**src/rtl/game_countdown_timer.sv**
```systemverilog
// game_countdown_timer
//   Level countdown timer for the Gold Miner game. Decrements the remaining
//   level time on each one-second strobe. Supports pause, bonus time, reload
//   at level start and freeze at level end. Every output is registered.
//
// Ports
//   clk, resetN          system clock, asynchronous active-low reset
//   sec_pulse            one-cycle strobe per second from the pulse generator
//   start                load START_SECONDS and run (highest priority)
//   stop                 freeze the count and go idle (RUNNING/PAUSED only)
//   pause                level-sensitive hold
//   add_en, add_val      one-cycle bonus-time request; add_val is clamped to 99
//   seconds_left         remaining seconds, binary
//   tens_digit/ones_digit BCD digits of seconds_left
//   running              high in RUNNING
//   warning, blink       low-time warning and its blink phase
//   time_up              sticky, high in EXPIRED
//   time_up_pulse        one-cycle strobe on expiry
module game_countdown_timer #(
  parameter int unsigned START_SECONDS = 60,
  parameter int unsigned MAX_SECONDS   = 99,
  parameter int unsigned WARN_SECONDS  = 10
) (
  input  logic       clk,
  input  logic       resetN,
  input  logic       sec_pulse,
  input  logic       start,
  input  logic       pause,
  input  logic       stop,
  input  logic       add_en,
  input  logic [6:0] add_val,
  output logic [6:0] seconds_left,
  output logic [3:0] tens_digit,
  output logic [3:0] ones_digit,
  output logic       running,
  output logic       warning,
  output logic       blink,
  output logic       time_up,
  output logic       time_up_pulse
);

  localparam int unsigned SECS_W  = 7;
  localparam int unsigned SUM_W   = 8;
  localparam int unsigned DIGIT_W = 4;

  localparam logic [SECS_W-1:0]  START_V    = SECS_W'(START_SECONDS);
  localparam logic [SECS_W-1:0]  WARN_V     = SECS_W'(WARN_SECONDS);
  localparam logic [SUM_W-1:0]   MAX_SUM_V  = SUM_W'(MAX_SECONDS);
  localparam logic [SUM_W-1:0]   ADD_CAP_V  = SUM_W'(99);
  localparam logic [DIGIT_W-1:0] START_TENS = DIGIT_W'(START_SECONDS / 10);
  localparam logic [DIGIT_W-1:0] START_ONES = DIGIT_W'(START_SECONDS % 10);

  typedef enum logic [1:0] {
    ST_IDLE    = 2'd0,
    ST_RUNNING = 2'd1,
    ST_PAUSED  = 2'd2,
    ST_EXPIRED = 2'd3
  } state_t;

  state_t              r_state;
  logic [SECS_W-1:0]   r_secs;
  logic [DIGIT_W-1:0]  r_tens;
  logic [DIGIT_W-1:0]  r_ones;
  logic                r_running;
  logic                r_warning;
  logic                r_blink;
  logic                r_time_up;
  logic                r_time_up_pulse;

  state_t              w_state_nxt;
  logic [SECS_W-1:0]   w_secs_nxt;
  logic                w_blink_nxt;
  logic                w_pulse_nxt;
  logic                w_warn_nxt;
  logic [DIGIT_W-1:0]  w_tens_nxt;
  logic [DIGIT_W-1:0]  w_ones_nxt;

  logic [SUM_W-1:0]    w_add;
  logic                w_dec;
  logic [SUM_W-1:0]    w_sum;
  logic [SECS_W-1:0]   w_upd;

  // Bonus seconds, clamped to two BCD digits before use.
  always_comb begin
    w_add = '0;
    if (add_en) begin
      w_add = (SUM_W'(add_val) > ADD_CAP_V) ? ADD_CAP_V : SUM_W'(add_val);
    end
  end

  // A decrement applies only while running and not being paused this cycle.
  assign w_dec = (r_state == ST_RUNNING) && !pause && sec_pulse;

  // Combined add/decrement in 8 bits, then saturated at MAX_SECONDS.
  // RUNNING always holds a count of at least 1, so the subtraction cannot wrap.
  assign w_sum = SUM_W'(r_secs) + w_add - SUM_W'(w_dec);
  assign w_upd = (w_sum > MAX_SUM_V) ? SECS_W'(MAX_SECONDS) : SECS_W'(w_sum);

  // Next state, next count, blink phase and expiry strobe.
  always_comb begin
    w_state_nxt = r_state;
    w_secs_nxt  = r_secs;
    w_blink_nxt = r_blink;
    w_pulse_nxt = 1'b0;

    if (start) begin
      w_state_nxt = ST_RUNNING;
      w_secs_nxt  = START_V;
      w_blink_nxt = 1'b0;
    end else begin
      case (r_state)
        ST_RUNNING: begin
          if (stop) begin
            w_state_nxt = ST_IDLE;
          end else if (pause) begin
            w_state_nxt = ST_PAUSED;
          end else begin
            w_secs_nxt = w_upd;
            if (w_dec && (w_upd >= SECS_W'(1)) && (w_upd <= WARN_V)) begin
              w_blink_nxt = ~r_blink;
            end
            if (w_upd == '0) begin
              w_state_nxt = ST_EXPIRED;
              w_pulse_nxt = 1'b1;
            end
          end
        end
        ST_PAUSED: begin
          if (stop) begin
            w_state_nxt = ST_IDLE;
          end else begin
            // Bonus time is still honoured while paused; no decrement here.
            w_secs_nxt = w_upd;
            if (!pause) begin
              w_state_nxt = ST_RUNNING;
            end
          end
        end
        default: begin
          // IDLE and EXPIRED ignore everything except start.
        end
      endcase
    end

    w_warn_nxt = ((w_state_nxt == ST_RUNNING) || (w_state_nxt == ST_PAUSED)) &&
                 (w_secs_nxt >= SECS_W'(1)) && (w_secs_nxt <= WARN_V);
    if (!w_warn_nxt) begin
      w_blink_nxt = 1'b0;
    end
  end

  // BCD digits derived from the same next value as the binary count.
  assign w_tens_nxt = DIGIT_W'(w_secs_nxt / SECS_W'(10));
  assign w_ones_nxt = DIGIT_W'(w_secs_nxt % SECS_W'(10));

  // State and output registers.
  always_ff @(posedge clk or negedge resetN) begin
    if (!resetN) begin
      r_state         <= ST_IDLE;
      r_secs          <= START_V;
      r_tens          <= START_TENS;
      r_ones          <= START_ONES;
      r_running       <= 1'b0;
      r_warning       <= 1'b0;
      r_blink         <= 1'b0;
      r_time_up       <= 1'b0;
      r_time_up_pulse <= 1'b0;
    end else begin
      r_state         <= w_state_nxt;
      r_secs          <= w_secs_nxt;
      r_tens          <= w_tens_nxt;
      r_ones          <= w_ones_nxt;
      r_running       <= (w_state_nxt == ST_RUNNING);
      r_warning       <= w_warn_nxt;
      r_blink         <= w_blink_nxt;
      r_time_up       <= (w_state_nxt == ST_EXPIRED);
      r_time_up_pulse <= w_pulse_nxt;
    end
  end

  assign seconds_left  = r_secs;
  assign tens_digit    = r_tens;
  assign ones_digit    = r_ones;
  assign running       = r_running;
  assign warning       = r_warning;
  assign blink         = r_blink;
  assign time_up       = r_time_up;
  assign time_up_pulse = r_time_up_pulse;

endmodule

```
**config.mk**
```make
export PLATFORM = sky130hd
export DESIGN_NAME = game_countdown_timer
export DESIGN_NICKNAME = d
export VERILOG_FILES = /design/src/rtl/game_countdown_timer.sv
export SDC_FILE = /design/constraint.sdc
export NUM_CORES = 1
export LEC_CHECK = 0
export ABC_CLOCK_PERIOD_IN_PS = 15510
export BUFFER_PORTS_ARGS = -buffer_cell sky130_fd_sc_hd__buf_2
export CORE_ASPECT_RATIO = 1.75
export CORE_MARGIN = 8
export CORE_UTILIZATION = 40
export DETAILED_ROUTE_END_ITERATION = 7
export SYNTH_ARGS = -nofsm -noshare
export SYNTH_HDL_FRONTEND = slang
export SYNTH_SLANG_ARGS = --single-unit
```
**constraint.sdc**
```tcl
create_clock -name clk -period 15.51 [get_ports clk]
set_input_delay 0.7755 -clock clk [delete_from_list [all_inputs] [get_ports clk]]
set_output_delay 0.7755 -clock clk [all_outputs]
set_load 0.1 [all_outputs]
```
==> flow_summary.yaml, run 1 <==
status:
  outcome: "finished clean"
logic_synthesis:
  synth_seq_area_share_pct: 24.9
  syn_area_um2: 2140
  synth_area_leaders: "dfrtp_1 18%, ha_1 13%, dfstp_2 7.4%"
  synth_top_cell_by_area: "dfrtp_1"
  synth_most_common_cell: "inv_1"
  syn_nets: 291
  synthCells: 254
  async_reset_ff_share_pct: 100
  synth_warnings: 0
  synth_cell_types: 61
  synth_top_area_share_pct: 17.5
  synth_flop_cell: "dfrtp_1"
  avgSynthCellArea_um2: 8.42
  synth_common_cells: "36 x inv_1, 23 x nand2_1, 22 x ha_1"
  synth_edf_count: 0
  synth-seq-cells: 21
routing:
  dr.pass1.iters: 4
  drt-total-wl_um: 5680
  drcViolationCount: 0
  vias: 1954
  wire_per_inst_um: 16.7
  initialDrtViolationCount: 53
  antenna_left: 0
  via_per_inst: 5.75
setup_path:
  r2r-end: "ones_digit[2]"
  r2r_start: "r_state[1]"
  critPathBufInv: 7
  crit_cells: 33
  cp_slowest_cell: "a311oi_1"
  critPathKind: "reg -> reg"
  critPathTopFamily: "compound AO/OA/AOI/OAI gates"
  cpMostUsedCell: "inv_1"
  crit_path_end_kind: "flip-flop"
  regToRegSetupSlack_ns: 9.11
  crit_arrival_ns: 6.59
  required_ns: 15.70
  crit_start: "r_state[1]"
  path_max_fanout: 8
  cpPeakStageDelay_ns: 0.49
  cp-endpoint: "ones_digit[2]"
  start_kind: "flip-flop"
  reg2reg_depth: 33
clock_tree:
  post_cts.repair.setup_buffers: 0
  ctsRootBufferMaster: "clkbuf_8"
  ctsLongestPathBuffers: 2
  cts.clk_slew.worst_paths_ns: 0.09
  cts_tree: "done"
  cts_htree_levels: 1
  cts.repair.resized: 0
  clk_latency_ns: 0.26
  numClockSinks: 21
  cts_made_buffers: 3
  cts_hold_buf: 0
timing:
  max_slew_margin_pct: 56.8
  final.setup.tns_ns: 0
  fin_crit_ns: 6.40
  worst_pin_slew_ns: 0.641
  fmax_ghz: 0.156
  finalHoldViolations: 0
  clock_skew_ns: 0.00394
  finalCritPeriodShare_pct: 41.3
  slew_violations: 0
  rsz0062_at_grt: "no"
  whs_ns: 0.460
  setup_violations: 0
layout:
  regArea_um2: 533
  area_growth_pct: 11.8
  layout-drive-gt1-share_pct: 21.1
  fill_cells: 553
  multi_input_area_um2: 1440
  num_antenna_cells: 0
  final_nets: 323
floorplan:
  die_h_um: 113
  rows: 35
  initial_core_util_pct: 41.1
  die_area_um2: 8040
  io_pins: 34
  dieWidth_um: 71.3
  core_um2: 5210
pwr:
  power.leakage_nw: 1.14
  p_sw_mw: 0.296
  seqPwrFrac_pct: 15.7
  clkPwrFrac_pct: 7.4
  p_comb_share_pct: 77.0
  ir_drop_v: 0.000122
  internal_power_mw: 0.213
  switching_share_pct: 58.1
  p_per_area_nw_per_um2: 213
global_routing:
  antenna_found_initial: 0
  grt_pass1_wl_um: 9330
  grt_pass1_vias: 2056
  grt.total_usage_pct: 14.4
  grt_overflow: 0
  grt_max_degree: 22
placed_design:
  dpl.hpwl_um: 4760
  gp_congestion: 0.843
  port_buffers: 33
hold_path:
  hp-class: "in -> async"
run:
  maxCapViolations: 0
power by group through the flow:
| stage | clock, mW | sequential [mW] | combinational (mW) |
|---|---|---|---|
| finish | 0.0375 | 0.0798 | 0.392 |
| floorplan | 0 | 0.174 | 0.230 |
| CTS | 0.0391 | 0.0801 | 0.394 |
| global route | 0.0411 | 0.0814 | 0.422 |
| global placement | 0 | 0.0812 | 0.391 |
| detailed placement | 0 | 0.0811 | 0.392 |
worst min path at each step:
| stage | endpoint | startpoint | slack [ns] |
|---|---|---|---|
| 6_report | running | resetN | 0.46 |
| 5_1_grt | ones_digit[1] | resetN | 0.49 |
| 4_1_cts | warning | resetN | 0.48 |
| 3_5_place_dp | blink | blink | 0.57 |
| 3_3_place_gp | blink | blink | 0.54 |
| 2_1_floorplan | blink | resetN | 0.48 |
area by class of cell:
class	instances	area share, %
tap	55	2.88
timing repair buffer	33	6.91
clock inverter	1	0.314
inverter	36	5.65
sequential	21	22.3
multi-input combinational	191	60.2
clock buffer	3	1.73
kinds of logic after synthesis:
kind of cell,count (synthesis),share of synthesized area (%)
AOI/OAI and AO/OA,82,30.7
and+or+nand+nor,73,16.9
buffers and inverters,42,7.78
adders and majority gates,23,13.8
DFF,21,24.9
xor gates and xnor gates,8,3.27
muxes,5,2.63
per-stage QoR:
stage	instances	power, mW	area [µm²]	setup WS [ns]	util (%)
after floorplan	254	0.404	2140	9.67	-
after global placement	336	0.472	2340	8.96	44.9
after detailed placement	336	0.473	2340	8.87	44.9
after CTS	340	0.514	2390	9.10	45.9
after global routing	340	0.544	2390	8.59	45.9
final	340	0.509	2390	9.11	45.9
flip-flops by register name, summed over array words and instances, names as in the netlist:
| signal | count |
|---|---|
| ones_digit | 4 |
| r_state | 2 |
| time_up_pulse | 1 |
| time_up | 1 |
| blink | 1 |
| warning | 1 |
| running | 1 |
| seconds_left | 6 |
| tens_digit | 4 |
routing by layer:
layer	up-vias	track usage, %	wire length (µm)
met4	0	6.43	151
met3	9	1.68	166
met5	-	0	0
met1	940	12.2	2010
li1	975	-	-
met2	30	30.5	3350
cell usage in the layout, fill, tap and decap left out, types with 3 or more instances in the layout:
cell / Yosys / routed
inv_1: 36 / 36
nor2_1: 13 / 13
o21ai_0: 14 / 14
xor2_1: 4 / 4
dfstp_2: 6 / 6
nor3_1: 6 / 6
a211oi_2: 3 / 3
ha_1: 22 / 22
mux2i_1: 3 / 3
nand2_1: 23 / 23
o211ai_2: 3 / 3
buf_2: 4 / 33
o211ai_1: 5 / 5
or3_1: 4 / 4
a21o_1: 5 / 5
nand2b_1: 6 / 6
nand3_1: 4 / 4
clkbuf_8: 0 / 3
a211oi_1: 3 / 3
a21oi_1: 18 / 18
xnor2_1: 4 / 4
dfrtp_1: 15 / 15
a31oi_1: 3 / 3
nor2b_1: 4 / 4
Power figures use the tool's default switching activity.
==> run 2: changes to the inputs <==
ABC_CLOCK_PERIOD_IN_PS = 6310   (was 15510)
clock period = 6.31 ns   (was 15.51 ns; I/O delays follow)
==> flow_summary.yaml, run 2 (synthesis gave the netlist of run 1 again) <==
status:
  outcome: "complete, but fails checks"
  violations: "hold timing"
layout:
  area_growth_pct: 15.6
  num_antenna_cells: 0
  final_nets: 333
  layout_common_cells: "36 x inv_1, 33 x buf_2, 23 x nand2_1"
  multi_input_area_um2: 1450
  largest_reg_flops: 6
  final_common_cell: "inv_1"
  design_area_um2: 2470
  layout-drive-gt1-share_pct: 24.4
  fill_cells: 524
  regArea_um2: 533
clock_tree:
  cts_hold_buf: 0
  cts.repair.resized: 0
  post_cts.repair.setup_buffers: 0
  cts_htree_levels: 1
  cts_tree: "done"
  cts.clk_slew.worst_paths_ns: 0.08
  ctsLongestPathBuffers: 2
  ctsRootBufferMaster: "clkbuf_8"
  cts_made_buffers: 3
  numClockSinks: 21
  clk_latency_ns: 0.26
pwr:
  power.leakage_nw: 1.20
  p_per_area_nw_per_um2: 518
  ir_drop_v: 0.000299
setup_path:
  start_kind: "flip-flop"
  crit_arrival_ns: 5.94
  regToRegSetupSlack_ns: 0.56
  critPathTopFamily: "adder cells"
  cp_slowest_cell: "dfrtp_1"
  critPathKind: "reg -> reg"
  crit_path_end_kind: "flip-flop"
  cpPeakStageDelay_ns: 0.41
  cpMostUsedCell: "ha_1"
  required_ns: 6.50
  critPathBufInv: 5
  path_max_fanout: 5
placed_design:
  dpl.hpwl_um: 4810
  dpl-instance-area_um2: 2420
  port_buffers: 33
  gp_congestion: 0.858
routing:
  wire_per_inst_um: 16.3
  dr.pass1.iters: 4
  drcViolationCount: 0
  initialDrtViolationCount: 56
  drt-total-wl_um: 5710
  via_per_inst: 5.64
  antenna_left: 0
  vias: 1973
floorplan:
  die_area_um2: 8040
  core_um2: 5210
  initial_core_util_pct: 41.1
  dieWidth_um: 71.3
  rows: 35
  die_h_um: 113
  io_pins: 34
global_routing:
  grt_overflow: 0
  grt_pass1_wl_um: 9550
  grt_max_degree: 22
  grt.total_usage_pct: 14.8
  antenna_found_initial: 0
  grt_pass1_vias: 2074
timing:
  max_slew_margin_pct: 55.6
  worst_pin_slew_ns: 0.649
  clock_skew_ns: 0.00286
  fin_crit_ns: 5.75
  fmax_ghz: 0.174
  slew_violations: 0
  whs_ns: -0.00917
  setup_violations: 0
  finalCritPeriodShare_pct: 91.1
  finalHoldViolations: 15
hold_path:
  hp-class: "in -> async"
run:
  maxCapViolations: 0
run 2: power by group:
group	total (mW)	internal, mW	switching [mW]
clock	0.0904	0.0446	0.0458
combinational	0.994	0.323	0.671
sequential	0.196	0.180	0.0166
run 2: cell type report:
type	count	share of cell area, %
Clock buffer	3	1.67
Clock inverter	1	0.304
Inverter	36	5.47
Multi-Input combinational cell	191	58.5
Sequential cell	21	21.6
Tap cell	55	2.78
Timing Repair Buffer	43	9.72
run 2: worst register-to-register path: cells and delay by family (launching register included):
kind,cells,cell delay [ns]
flip-flops,1,0.41
multiplexers,1,0.21
AO/OA/AOI/OAI,9,1.65
AND/OR/NAND/NOR,7,0.83
buffers and inverters,5,0.35
adder cells (fa/ha/maj),7,1.75
XOR/XNOR,2,0.50
run 2: metal layers:
metal	GRT usage, %	vias to the layer above	routed length [µm]	share of wire [%]
met5	0	-	0	0
met4	8.95	0	220	3.9
met3	2.39	16	212	3.7
met2	28.7	48	3260	57
met1	13.7	915	2010	35
li1	-	994	-	-
run 2: metrics by stage:
stage / utilization [%] / setup slack, ns / cells / total power, mW / TNS [ns]
2_1_floorplan: - / 0.710 / 254 / 0.993 / 0
5_1_grt: 47.4 / -0.0194 / 350 / 1.37 / -0.0259
3_3_place_gp: 46.4 / 0.595 / 346 / 1.19 / 0
6_report: 47.4 / 0.560 / 350 / 1.28 / 0
4_1_cts: 47.3 / 0.417 / 350 / 1.29 / 0
3_5_place_dp: 46.4 / 0.447 / 346 / 1.19 / 0
run 2: path summary, 6_finish.rpt:
kind	start	end	depth (start not counted)
setup / recovery	r_state[0]	ones_digit[2]	31
hold / removal	resetN	ones_digit[1]	1
setup reg to reg	r_state[0]	ones_digit[2]	31
hold reg to reg	blink	blink	2
max in group asynchronous	resetN	tens_digit[2]	1
min in group clk	stop	time_up_pulse	2
==> run 3: changes to the inputs <==
==> constraint.sdc (replaced) <==
create_clock -name clk -period 6.31 [get_ports clk]
set_input_delay 1.893 -clock clk [delete_from_list [all_inputs] [get_ports clk]]
set_output_delay 1.893 -clock clk [all_outputs]
set_load 0.1 [all_outputs]
==> flow_summary.yaml, run 3 (synthesis gave the netlist of run 1 again) <==
clock_tree:
  clk_latency_ns: 0.27
  ctsRootBufferMaster: "clkbuf_8"
  cts_tree: "done"
  cts_htree_levels: 1
  cts_made_buffers: 3
  ctsLongestPathBuffers: 2
  cts_hold_buf: 0
  numClockSinks: 21
  cts.clk_slew.worst_paths_ns: 0.08
routing:
  wl_met3_um: 182
  drt-total-wl_um: 6550
  initialDrtViolationCount: 67
  dr.pass1.iters: 4
  wl_met1_um: 2280
  antenna_left: 0
  via_per_inst: 5.50
  drcViolationCount: 0
  vias: 2229
  wl_met2_um: 3840
  top_layer: "met4"
  wire_per_inst_um: 16.2
global_routing:
  grt_max_degree: 22
  grt_pass1_vias: 2379
  grt_overflow: 0
  grt_pass1_wl_um: 10700
  antenna_found_initial: 0
  grt.total_usage_pct: 16.7
timing:
  finalHoldViolations: 0
  slew_violations: 0
  fin_crit_ns: 6.46
  max_slew_margin_pct: 54.2
  final.setup.tns_ns: -0.486
  whs_ns: 0.572
  rsz0062_at_grt: "yes"
  fmax_ghz: 0.155
  clock_skew_ns: 0.00565
  worst_pin_slew_ns: 0.679
  setup_violations: 4
  finalCritPeriodShare_pct: 102
  worst_slack_ns: -0.152
pwr:
  power.leakage_nw: 1.47
  ir_drop_v: 0.000405
  p_per_area_nw_per_um2: 548
layout:
  largest_reg_flops: 6
  fill_cells: 494
  final_nets: 388
  area_growth_pct: 42.4
  layout-drive-gt1-share_pct: 43.1
  layout_common_cells: "64 x buf_4, 31 x inv_1, 31 x buf_2"
  final_common_cell: "buf_4"
  num_antenna_cells: 0
setup_path:
  required_ns: 6.50
  start_kind: "primary input"
  r2r_start: "r_state[1]"
  r2r-end: "ones_digit[2]"
  cp-endpoint: "ones_digit[2]"
  cp_slowest_cell: "fa_2"
  reg2reg_depth: 33
  cpMostUsedCell: "inv_2"
  crit_start: "add_val[4]"
  crit_arrival_ns: 6.65
  path_max_fanout: 3
  cpPeakStageDelay_ns: 0.39
  critPathKind: "in -> reg"
  crit_path_end_kind: "flip-flop"
  regToRegSetupSlack_ns: 0.98
status:
  outcome: "complete, but fails checks"
  violations: "setup timing"
placed_design:
  gp_congestion: 0.865
  dpl.hpwl_um: 5340
  port_buffers: 33
floorplan:
  die_area_um2: 8040
  rows: 35
  die_h_um: 113
  initial_core_util_pct: 41.1
  dieWidth_um: 71.3
  core_um2: 5210
  io_pins: 34
hold_path:
  hp-class: "reg -> reg"
  min_path_cells: 2
run:
  maxCapViolations: 0
-- run 3: cell count changes in the layout (fill, tap and decap cells not counted), sizes merged --
cell | before | now
buf | 43 | 98
-- run 3: worst min path at each step --
| stage | start | to | slack, ns |
|---|---|---|---|
| detailed placement | blink | blink | 0.56 |
| global placement | blink | blink | 0.57 |
| CTS | blink | blink | 0.58 |
| global route | blink | blink | 0.60 |
| floorplan | r_state[0] | r_state[0] | 0.58 |
| finish | blink | blink | 0.57 |
-- run 3: area by class of cell --
class	count	area (µm²)	area share, %
Clock buffer	3	41.3	1.36
Inverter	36	135	4.44
Tap cell	55	68.8	2.26
Multi-Input combinational cell	191	1590	52.2
Clock inverter	1	7.51	0.246
Sequential cell	21	533	17.5
Timing Repair Buffer	98	669	22.0
-- run 3: timing repair --
item,4_1_cts,5_1_grt
setup endpoints to repair,4,4
pin swaps,14,12
buffers inserted,6,4
gates resized for setup,11,8
-- run 3: worst max-delay path, delay by kind of cell --
kind            cells  cell delay [ns]
compound gates     13             2.20
mux                 1             0.22
simple gates        4             0.41
xor+xnor            1             0.17
fa+ha+maj           6             1.34
buf+inv             6             0.41
-- run 3: per-layer routing --
metal	vias to the layer above	GRT usage (%)
li1	1105	-
met1	1050	14.2
met2	54	34.4
met3	20	1.86
met4	0	9.79
met5	-	0
-- run 3: per-stage QoR --
| step | worst slack [ns] | std cells | area [µm²] | util (%) | power, mW |
|---|---|---|---|---|---|
| global placement | -0.389 | 391 | 2820 | 54.1 | 1.44 |
| floorplan | -0.260 | 254 | 2210 | - | 1.03 |
| detailed placement | -0.516 | 391 | 2820 | 54.1 | 1.46 |
| CTS | -0.126 | 401 | 2980 | 57.1 | 1.63 |
| global route | -0.376 | 405 | 3050 | 58.5 | 1.78 |
| finish | -0.152 | 405 | 3050 | 58.5 | 1.67 |
-- run 3: report_power, final --
part / switching, mW / internal (mW) / total (mW)
Clock: 0.0473 / 0.0447 / 0.0920
Combinational: 0.792 / 0.587 / 1.38
Sequential: 0.0173 / 0.180 / 0.197
